`src/rtl/spi_master_engine_if.sv`:
```
// Host-side register-bank bus of the SPI master engine.
// spi_loop exists only when SPI_LOOPBACK_EN is defined.
interface spi_master_engine_if #(
  parameter int unsigned DW  = 32,
  parameter int unsigned PW  = 4,
  parameter int unsigned NCS = 1
);
  localparam int unsigned LW  = $clog2(DW);
  localparam int unsigned CSW = (NCS > 1) ? $clog2(NCS) : 1;

  logic           spi_start;
  logic           spi_abort;
  logic [LW-1:0]  spi_len;
  logic [PW-1:0]  spi_period;
  logic           spi_cpol;
  logic           spi_cpha;
  logic           spi_lsb_first;
  logic [CSW-1:0] spi_cs_sel;
  logic [DW-1:0]  spi_odata;
`ifdef SPI_LOOPBACK_EN
  logic           spi_loop;
`endif
  logic           spi_busy;
  logic           spi_end;
  logic [DW-1:0]  spi_idata;

  modport master (
`ifdef SPI_LOOPBACK_EN
    output spi_loop,
`endif
    output spi_start, spi_abort, spi_len, spi_period, spi_cpol, spi_cpha,
    output spi_lsb_first, spi_cs_sel, spi_odata,
    input  spi_busy, spi_end, spi_idata
  );

  modport slave (
`ifdef SPI_LOOPBACK_EN
    input  spi_loop,
`endif
    input  spi_start, spi_abort, spi_len, spi_period, spi_cpol, spi_cpha,
    input  spi_lsb_first, spi_cs_sel, spi_odata,
    output spi_busy, spi_end, spi_idata
  );
endinterface

```
`src/rtl/spi_master_engine.sv`:
```
// Parametrised SPI master sequencer: 1..DW bit frames, runtime CPOL/CPHA/bit order/CS.
// Optional feature macro: SPI_LOOPBACK_EN (adds spi_loop, samples SPI_MO internally).
module spi_master_engine #(
  parameter int unsigned DW  = 32,
  parameter int unsigned PW  = 4,
  parameter int unsigned NCS = 1
) (
  input  logic                 clk,
  input  logic                 rst_n,
  spi_master_engine_if.slave   bus,
  input  logic                 SPI_MI,
  output logic                 SPI_CLK,
  output logic                 SPI_MO,
  output logic [NCS-1:0]       SPI_CS_N
);
  localparam int unsigned LW  = $clog2(DW);
  localparam int unsigned CW  = LW + 1;
  localparam int unsigned CSW = (NCS > 1) ? $clog2(NCS) : 1;

  typedef enum logic [2:0] {
    ST_IDLE,
    ST_SETUP,
    ST_LEAD,
    ST_TRAIL,
    ST_HOLD
  } state_e;

  state_e         state_q, state_d;
  logic [PW-1:0]  cnt_q, cnt_d;
  logic [PW-1:0]  per_q, per_d;
  logic [CW-1:0]  bit_cnt_q, bit_cnt_d;
  logic [LW-1:0]  len_q, len_d;
  logic           cpol_q, cpol_d;
  logic           cpha_q, cpha_d;
  logic           lsb_q, lsb_d;
  logic [DW-1:0]  tx_q, tx_d;
  logic [DW-1:0]  rx_q, rx_d;
  logic [DW-1:0]  idata_q, idata_d;
  logic           mo_q, mo_d;
  logic           sclk_q, sclk_d;
  logic           busy_q, busy_d;
  logic           end_q, end_d;
  logic [NCS-1:0] cs_n_q, cs_n_d;
  logic           mi_q;

  logic           half_done;
  logic           last_bit;
  logic           sample_en;
  logic           sample_bit;
  logic [LW-1:0]  rx_idx;
  logic [DW-1:0]  rx_next;
  logic [DW-1:0]  tx_load;
  logic [NCS-1:0] cs_sel_n;

  function automatic logic tx_head(input logic [DW-1:0] v, input logic lsb);
    return lsb ? v[0] : v[DW-1];
  endfunction

  function automatic logic [DW-1:0] tx_shift(input logic [DW-1:0] v, input logic lsb);
    return lsb ? (v >> 1) : (v << 1);
  endfunction

`ifdef SPI_LOOPBACK_EN
  assign sample_bit = bus.spi_loop ? mo_q : mi_q;
`else
  assign sample_bit = mi_q;
`endif

  // Datapath helpers: half-period timing, receive bit placement, transmit alignment, CS decode.
  always_comb begin
    half_done = (cnt_q == per_q);
    last_bit  = (bit_cnt_q == {1'b0, len_q});
    sample_en = half_done &&
                (cpha_q ? (state_q == ST_TRAIL || state_q == ST_HOLD) : (state_q == ST_LEAD));
    rx_idx    = lsb_q ? bit_cnt_q[LW-1:0] : (len_q - bit_cnt_q[LW-1:0]);
    rx_next   = rx_q;
    if (sample_en) rx_next[rx_idx] = sample_bit;
    // MSB-first frames are left-aligned so the head bit is always tx[DW-1].
    tx_load   = bus.spi_lsb_first ? bus.spi_odata
                                  : (bus.spi_odata << (LW'(DW - 1) - bus.spi_len));
    cs_sel_n  = '1;
    for (int unsigned i = 0; i < NCS; i++) begin
      if (CSW'(i) == bus.spi_cs_sel) cs_sel_n[i] = 1'b0;
    end
  end

  // Next-state and registered-output logic; the last trailing half-period doubles as HOLD.
  always_comb begin
    state_d   = state_q;
    cnt_d     = cnt_q;
    per_d     = per_q;
    bit_cnt_d = bit_cnt_q;
    len_d     = len_q;
    cpol_d    = cpol_q;
    cpha_d    = cpha_q;
    lsb_d     = lsb_q;
    tx_d      = tx_q;
    rx_d      = rx_next;
    idata_d   = idata_q;
    mo_d      = mo_q;
    sclk_d    = sclk_q;
    busy_d    = busy_q;
    end_d     = 1'b0;
    cs_n_d    = cs_n_q;

    if (state_q != ST_IDLE) cnt_d = half_done ? '0 : cnt_q + PW'(1);

    unique case (state_q)
      ST_IDLE: begin
        sclk_d = bus.spi_cpol;
        if (bus.spi_start && !bus.spi_abort) begin
          state_d   = ST_SETUP;
          cnt_d     = '0;
          bit_cnt_d = '0;
          len_d     = bus.spi_len;
          per_d     = bus.spi_period;
          cpol_d    = bus.spi_cpol;
          cpha_d    = bus.spi_cpha;
          lsb_d     = bus.spi_lsb_first;
          rx_d      = '0;
          busy_d    = 1'b1;
          cs_n_d    = cs_sel_n;
          mo_d      = tx_head(tx_load, bus.spi_lsb_first);
          tx_d      = bus.spi_cpha ? tx_load : tx_shift(tx_load, bus.spi_lsb_first);
        end
      end
      ST_SETUP: begin
        if (half_done) begin
          state_d = ST_LEAD;
          sclk_d  = ~sclk_q;
          if (cpha_q) begin
            mo_d = tx_head(tx_q, lsb_q);
            tx_d = tx_shift(tx_q, lsb_q);
          end
        end
      end
      ST_LEAD: begin
        if (half_done) begin
          sclk_d = ~sclk_q;
          if (last_bit) begin
            state_d = ST_HOLD;
          end else begin
            state_d = ST_TRAIL;
            if (!cpha_q) begin
              mo_d = tx_head(tx_q, lsb_q);
              tx_d = tx_shift(tx_q, lsb_q);
            end
          end
        end
      end
      ST_TRAIL: begin
        if (half_done) begin
          state_d   = ST_LEAD;
          sclk_d    = ~sclk_q;
          bit_cnt_d = bit_cnt_q + CW'(1);
          if (cpha_q) begin
            mo_d = tx_head(tx_q, lsb_q);
            tx_d = tx_shift(tx_q, lsb_q);
          end
        end
      end
      ST_HOLD: begin
        if (half_done) begin
          state_d = ST_IDLE;
          busy_d  = 1'b0;
          end_d   = 1'b1;
          cs_n_d  = '1;
          idata_d = rx_next;
        end
      end
      default: state_d = ST_IDLE;
    endcase

    if (bus.spi_abort && state_q != ST_IDLE) begin
      state_d = ST_IDLE;
      cnt_d   = '0;
      busy_d  = 1'b0;
      end_d   = 1'b0;
      cs_n_d  = '1;
      sclk_d  = cpol_q;
      idata_d = idata_q;
    end
  end

  always_ff @(posedge clk or negedge rst_n) begin
    if (!rst_n) begin
      state_q   <= ST_IDLE;
      cnt_q     <= '0;
      per_q     <= '0;
      bit_cnt_q <= '0;
      len_q     <= '0;
      cpol_q    <= 1'b0;
      cpha_q    <= 1'b0;
      lsb_q     <= 1'b0;
      tx_q      <= '0;
      rx_q      <= '0;
      idata_q   <= '0;
      mo_q      <= 1'b0;
      sclk_q    <= 1'b0;
      busy_q    <= 1'b0;
      end_q     <= 1'b0;
      cs_n_q    <= '1;
      mi_q      <= 1'b0;
    end else begin
      state_q   <= state_d;
      cnt_q     <= cnt_d;
      per_q     <= per_d;
      bit_cnt_q <= bit_cnt_d;
      len_q     <= len_d;
      cpol_q    <= cpol_d;
      cpha_q    <= cpha_d;
      lsb_q     <= lsb_d;
      tx_q      <= tx_d;
      rx_q      <= rx_d;
      idata_q   <= idata_d;
      mo_q      <= mo_d;
      sclk_q    <= sclk_d;
      busy_q    <= busy_d;
      end_q     <= end_d;
      cs_n_q    <= cs_n_d;
      mi_q      <= SPI_MI;
    end
  end

  assign SPI_CLK       = sclk_q;
  assign SPI_MO        = mo_q;
  assign SPI_CS_N      = cs_n_q;
  assign bus.spi_busy  = busy_q;
  assign bus.spi_end   = end_q;
  assign bus.spi_idata = idata_q;
endmodule
```
`src/flat_wrapper.sv`:
```
// flat-port wrapper written by rule: the top's interface ports become plain ports
module spi_master_engine_flat 
#(
  parameter int unsigned DW  = 32,
  parameter int unsigned PW  = 4,
  parameter int unsigned NCS = 1
)
  (clk, rst_n, SPI_MI, SPI_CLK, SPI_MO, SPI_CS_N, bus_spi_start, bus_spi_abort, bus_spi_len, bus_spi_period, bus_spi_cpol, bus_spi_cpha, bus_spi_lsb_first, bus_spi_cs_sel, bus_spi_odata, bus_spi_busy, bus_spi_end, bus_spi_idata);
  spi_master_engine_if #(.DW(DW), .PW(PW), .NCS(NCS)) bus_i ();
  input  logic clk;
  input  logic rst_n;
  input  logic SPI_MI;
  output logic SPI_CLK;
  output logic SPI_MO;
  output logic [NCS-1:0] SPI_CS_N;
  input wire logic [$bits(bus_i.spi_start)-1:0] bus_spi_start;
  input wire logic [$bits(bus_i.spi_abort)-1:0] bus_spi_abort;
  input wire logic [$bits(bus_i.spi_len)-1:0] bus_spi_len;
  input wire logic [$bits(bus_i.spi_period)-1:0] bus_spi_period;
  input wire logic [$bits(bus_i.spi_cpol)-1:0] bus_spi_cpol;
  input wire logic [$bits(bus_i.spi_cpha)-1:0] bus_spi_cpha;
  input wire logic [$bits(bus_i.spi_lsb_first)-1:0] bus_spi_lsb_first;
  input wire logic [$bits(bus_i.spi_cs_sel)-1:0] bus_spi_cs_sel;
  input wire logic [$bits(bus_i.spi_odata)-1:0] bus_spi_odata;
  output wire logic [$bits(bus_i.spi_busy)-1:0] bus_spi_busy;
  output wire logic [$bits(bus_i.spi_end)-1:0] bus_spi_end;
  output wire logic [$bits(bus_i.spi_idata)-1:0] bus_spi_idata;
  assign bus_i.spi_start = bus_spi_start;
  assign bus_i.spi_abort = bus_spi_abort;
  assign bus_i.spi_len = bus_spi_len;
  assign bus_i.spi_period = bus_spi_period;
  assign bus_i.spi_cpol = bus_spi_cpol;
  assign bus_i.spi_cpha = bus_spi_cpha;
  assign bus_i.spi_lsb_first = bus_spi_lsb_first;
  assign bus_i.spi_cs_sel = bus_spi_cs_sel;
  assign bus_i.spi_odata = bus_spi_odata;
  assign bus_spi_busy = bus_i.spi_busy;
  assign bus_spi_end = bus_i.spi_end;
  assign bus_spi_idata = bus_i.spi_idata;
  spi_master_engine #(.DW(DW), .PW(PW), .NCS(NCS)) u_core (.clk(clk), .rst_n(rst_n), .bus(bus_i), .SPI_MI(SPI_MI), .SPI_CLK(SPI_CLK), .SPI_MO(SPI_MO), .SPI_CS_N(SPI_CS_N));
endmodule
```
`config.mk`:
```
export PLATFORM = sky130hd
export DESIGN_NAME = spi_master_engine_flat
export DESIGN_NICKNAME = d
export VERILOG_FILES = /design/src/rtl/spi_master_engine_if.sv /design/src/rtl/spi_master_engine.sv /design/src/flat_wrapper.sv
export SDC_FILE = /design/constraint.sdc
export NUM_CORES = 1
export LEC_CHECK = 0
export CORE_MARGIN = 4
export CORE_UTILIZATION = 37
export CTS_CLUSTER_SIZE = 28
export DETAILED_ROUTE_END_ITERATION = 8
export GPL_TIMING_DRIVEN = 0
export MAX_ROUTING_LAYER = met4
export SLEW_MARGIN = 20
export SYNTH_ARGS = -nofsm -noshare
export SYNTH_HDL_FRONTEND = slang
export SYNTH_SLANG_ARGS = --single-unit
```
`constraint.sdc`:
```
create_clock -name clk -period 6.3 [get_ports clk]
set_input_delay 0.63 -clock clk [delete_from_list [all_inputs] [get_ports clk]]
set_output_delay 0.63 -clock clk [all_outputs]
set_load 0.01 [all_outputs]
```
==> flow_summary.toml <==
[status]
outcome = "finished clean"

[timing]
finalClockSkew_ps = 13.86
timing.final.max_slew_violations = 0
max_clock_freq_mhz = 290.4
setup_viol = 0
fin_hold_ws_ps = 64.90
grt_setup_unrepaired = "no"
max_slew_headroom_pct = 39.90
worst-slew-pin-transition_ps = 887.5
layout_worst_path_cycle_share_pct = 54.66
setup_slack_ps = 2856
report.final.hold_viol_count = 0
period_minus_slack_ps = 3444

[cts]
worstSkewPairLatency_ps = 420
clock-root-buffer = "sky130_fd_sc_hd__clkbuf_16"
postCtsSetupRepairBufs = 0
cts.htree.levels = 4
clock_slew_seen_by_the_registers_of_the_worst_setup_and_hold_paths_ps = 60
cts.sink_count = 127
cts_repair_resize_count = 0
cts_buffer_depth = 2
cts.hold.buffers_added = 0
cts_tree = "done"
cts_inserted_buffers = 17

[worst_setup_path]
crit_fanout = 10
critical_path.top_delay_family = "buffers and inverters"
critical_path.reg2reg.startpoint = "u_core.len_q[0]$_DFFE_PN0P_"
r2r-end = "u_core.bus.spi_idata[3]$_DFFE_PN0P_"
cp_slowest_stage_delay_ps = 570
crit_path_cell_trace = "clkdlybuf4s50_1, buf_2, buf_2, clkbuf_1, mux2i_1, o22ai_1, o21ai_0, nand2_1, o211ai_1, o311ai_0"
critical_path.startpoint_type = "input pin"
timing.critical_path.arrival_ps = 3710
reg2reg_depth = 11
path_buf_inv = 4
endpoint_kind = "flop"
worstSetupPathType = "in -> reg"
crit_path_frequent_cell = "sky130_fd_sc_hd__buf_2"
worst_ep_required_time_ps = 6560
worst_path_max_delay_cell = "sky130_fd_sc_hd__clkbuf_1"
r2r_setup_slack_ps = 3180

[cells_and_area]
fillCellCount = 2285
final_util_pct = 45.96
drive_gt1_share_pct = 9.263
antenna_cells = 0
stdcell_count = 1431
fin_nets = 1156
layout-area-overhead-vs-synth_pct = 22.58

[global_route]
total_routing_usage_gr_pct = 23.38
gr-total-overflow = 0
grt_start_max_net_pins = 95
grt_pass1_wl_um = 46940
first_global_vias = 8433
antenna_found_initial = 0

[placement]
place_inst = 1399
place_ws_ps = 2589
numPortBuffers = 84
gp_routability_congestion = 0.9735
detailed_place_hpwl_um = 22600

[routing]
initial_drc_count = 919
routed_wire_length_per_instance_um = 20.94
drt_pre_antenna_iters = 6
route.detailed.vias_per_inst = 5.831
detail_route.drc_violations = 0
drt.antenna.violating_nets = 0
detailroute.via_count = 8344
wl_um = 29970

[run]
drv_cap = 0

[floorplanning]
die_w_um = 161.8
floorplan.die.height_um = 161.8
io_pins = 87
core_region_area_um2 = 23330
initial_cell_density_of_the_core_pct = 37.49
floorplan.die_area_um2 = 26170
row_count = 56

[synthesis]
synth_seq_area_share_pct = 36.34
ys.warnings.count = 0
synth_area_leader = "sky130_fd_sc_hd__dfrtp_1"
synth.cells.most_frequent = "sky130_fd_sc_hd__nand2_1 (158), sky130_fd_sc_hd__dfrtp_1 (126), sky130_fd_sc_hd__mux2i_1 (102)"
netlist-cell-type-count = 76
postSynthNetCount = 1052
synth-edff-count = 0
syn_area_um2 = 8748
post_synth_main_area_contributors = "sky130_fd_sc_hd__dfrtp_1 (36%), sky130_fd_sc_hd__mux2i_1 (12%), sky130_fd_sc_hd__nand2_1 (6.8%)"
syn_inst = 995
synth.most_common_cell = "sky130_fd_sc_hd__nand2_1"
async_reset_ff_share_pct = 100.0
synthesis_stage_register_bit_count = 127
post-synth-top-area-fraction_pct = 36.04
postSynth.topFlopCell = "sky130_fd_sc_hd__dfrtp_1"
synth_area_per_cell_um2 = 8.792

[pwr]
ir_worst_vdd_mv = 0.1675
static-leakage-power_nw = 4.494
cellPowerDensity_nw_per_um2 = 314.9
power_mw = 3.377

[worst_hold_path]
hp-class = "in -> async"
sequential cells by signal (all words and copies together) (netlist names), 3 cells and up:
register              count
u_core.per_q              4
u_core.len_q              5
u_core.cnt_q              4
u_core.rx_q              32
u_core.bit_cnt_q          6
u_core.tx_q              32
u_core.state_q            3
u_core.bus.spi_idata     32
through the flow:
stage | area (µm²) | TNS, ps
6_report | 10720 | 0
5_1_grt | 10720 | 0
4_1_cts | 10720 | 0
3_5_place_dp | 10020 | 0
3_3_place_gp | 9988 | -68330
2_1_floorplan | 8748 | 0
cells in the final DEF (no fill, tap or decap), types with 16 or more instances in the layout:
cell	netlist	routed
sky130_fd_sc_hd__a21oi_1	46	46
sky130_fd_sc_hd__dfrtp_1	126	126
sky130_fd_sc_hd__mux2_2	34	34
sky130_fd_sc_hd__clkdlybuf4s50_1	0	83
sky130_fd_sc_hd__o21ai_1	16	16
sky130_fd_sc_hd__clkbuf_1	56	57
sky130_fd_sc_hd__o21ai_0	65	65
sky130_fd_sc_hd__clkbuf_16	0	17
sky130_fd_sc_hd__nand2_1	158	158
sky130_fd_sc_hd__nor3_1	45	45
sky130_fd_sc_hd__mux2i_1	102	102
sky130_fd_sc_hd__nor2_1	70	70
sky130_fd_sc_hd__nand3_1	19	19
cell families (layout without fill, tap and decap cells):
logic type	count (synthesis)	in the layout	share of synthesized area [%]
and+or+nand+nor	358	358	18.44
AOI/OAI and AO/OA	248	248	18.75
muxes	152	152	19.69
DFF	127	127	36.34
buffers and inverters	90	207	4.305
xor gates and xnor gates	13	13	1.387
adders and majority gates	7	7	1.087
worst max-delay path by stage:
stage	start	to	cells past startpoint
final	bus_spi_len[1]	u_core.tx_q[25]$_DFFE_PN0P_	10
after global routing	bus_spi_len[1]	u_core.tx_q[25]$_DFFE_PN0P_	10
after CTS	bus_spi_len[1]	u_core.tx_q[25]$_DFFE_PN0P_	10
after detailed placement	bus_spi_len[1]	u_core.tx_q[25]$_DFFE_PN0P_	10
after global placement	rst_n	u_core.tx_q[3]$_DFFE_PN0P_	1
after floorplan	u_core.len_q[0]$_DFFE_PN0P_	u_core.bus.spi_idata[30]$_DFFE_PN0P_	11
power by group:
group          switching [mW]  leakage [nW]  internal (mW)  total (mW)
Sequential              0.126          1.70          0.962        1.09
Combinational           0.676          2.46          0.444        1.12
Clock                   0.375         0.334          0.795        1.17
area by class of cell:
cell class                      instances  area, µm²  area share (%)
Multi-Input combinational cell        778       5192           48.42
Sequential cell                       127       3179           29.65
Timing Repair Buffer                   85      873.3           8.144
Clock buffer                           19      442.9           4.130
Tap cell                              319      399.1           3.722
Buffer                                 78      331.6           3.092
Clock inverter                         13      260.3           2.427
Inverter                               12      45.04          0.4200
per-layer routing:
layer,track usage (%),routed length [µm],part of all wire [%],vias up
li1,-,-,-,3836
met1,32.14,13390,45,4091
met2,35.75,13570,45,365
met3,4.187,2336,7.8,52
met4,6.574,671,2.2,0
met5,-,0,0,-
worst reg2reg max path, delay by kind of cell, from the launching register on:
kind                       cells  cell delay (ps)
muxes                          2              440
xor gates and xnor gates       1              170
AOI/OAI and AO/OA              2              650
buffers and inverters          2              180
adders and majority gates      2              620
and+or+nand+nor                2              550
DFF                            1              360
(Power assumes the default switching activity.)
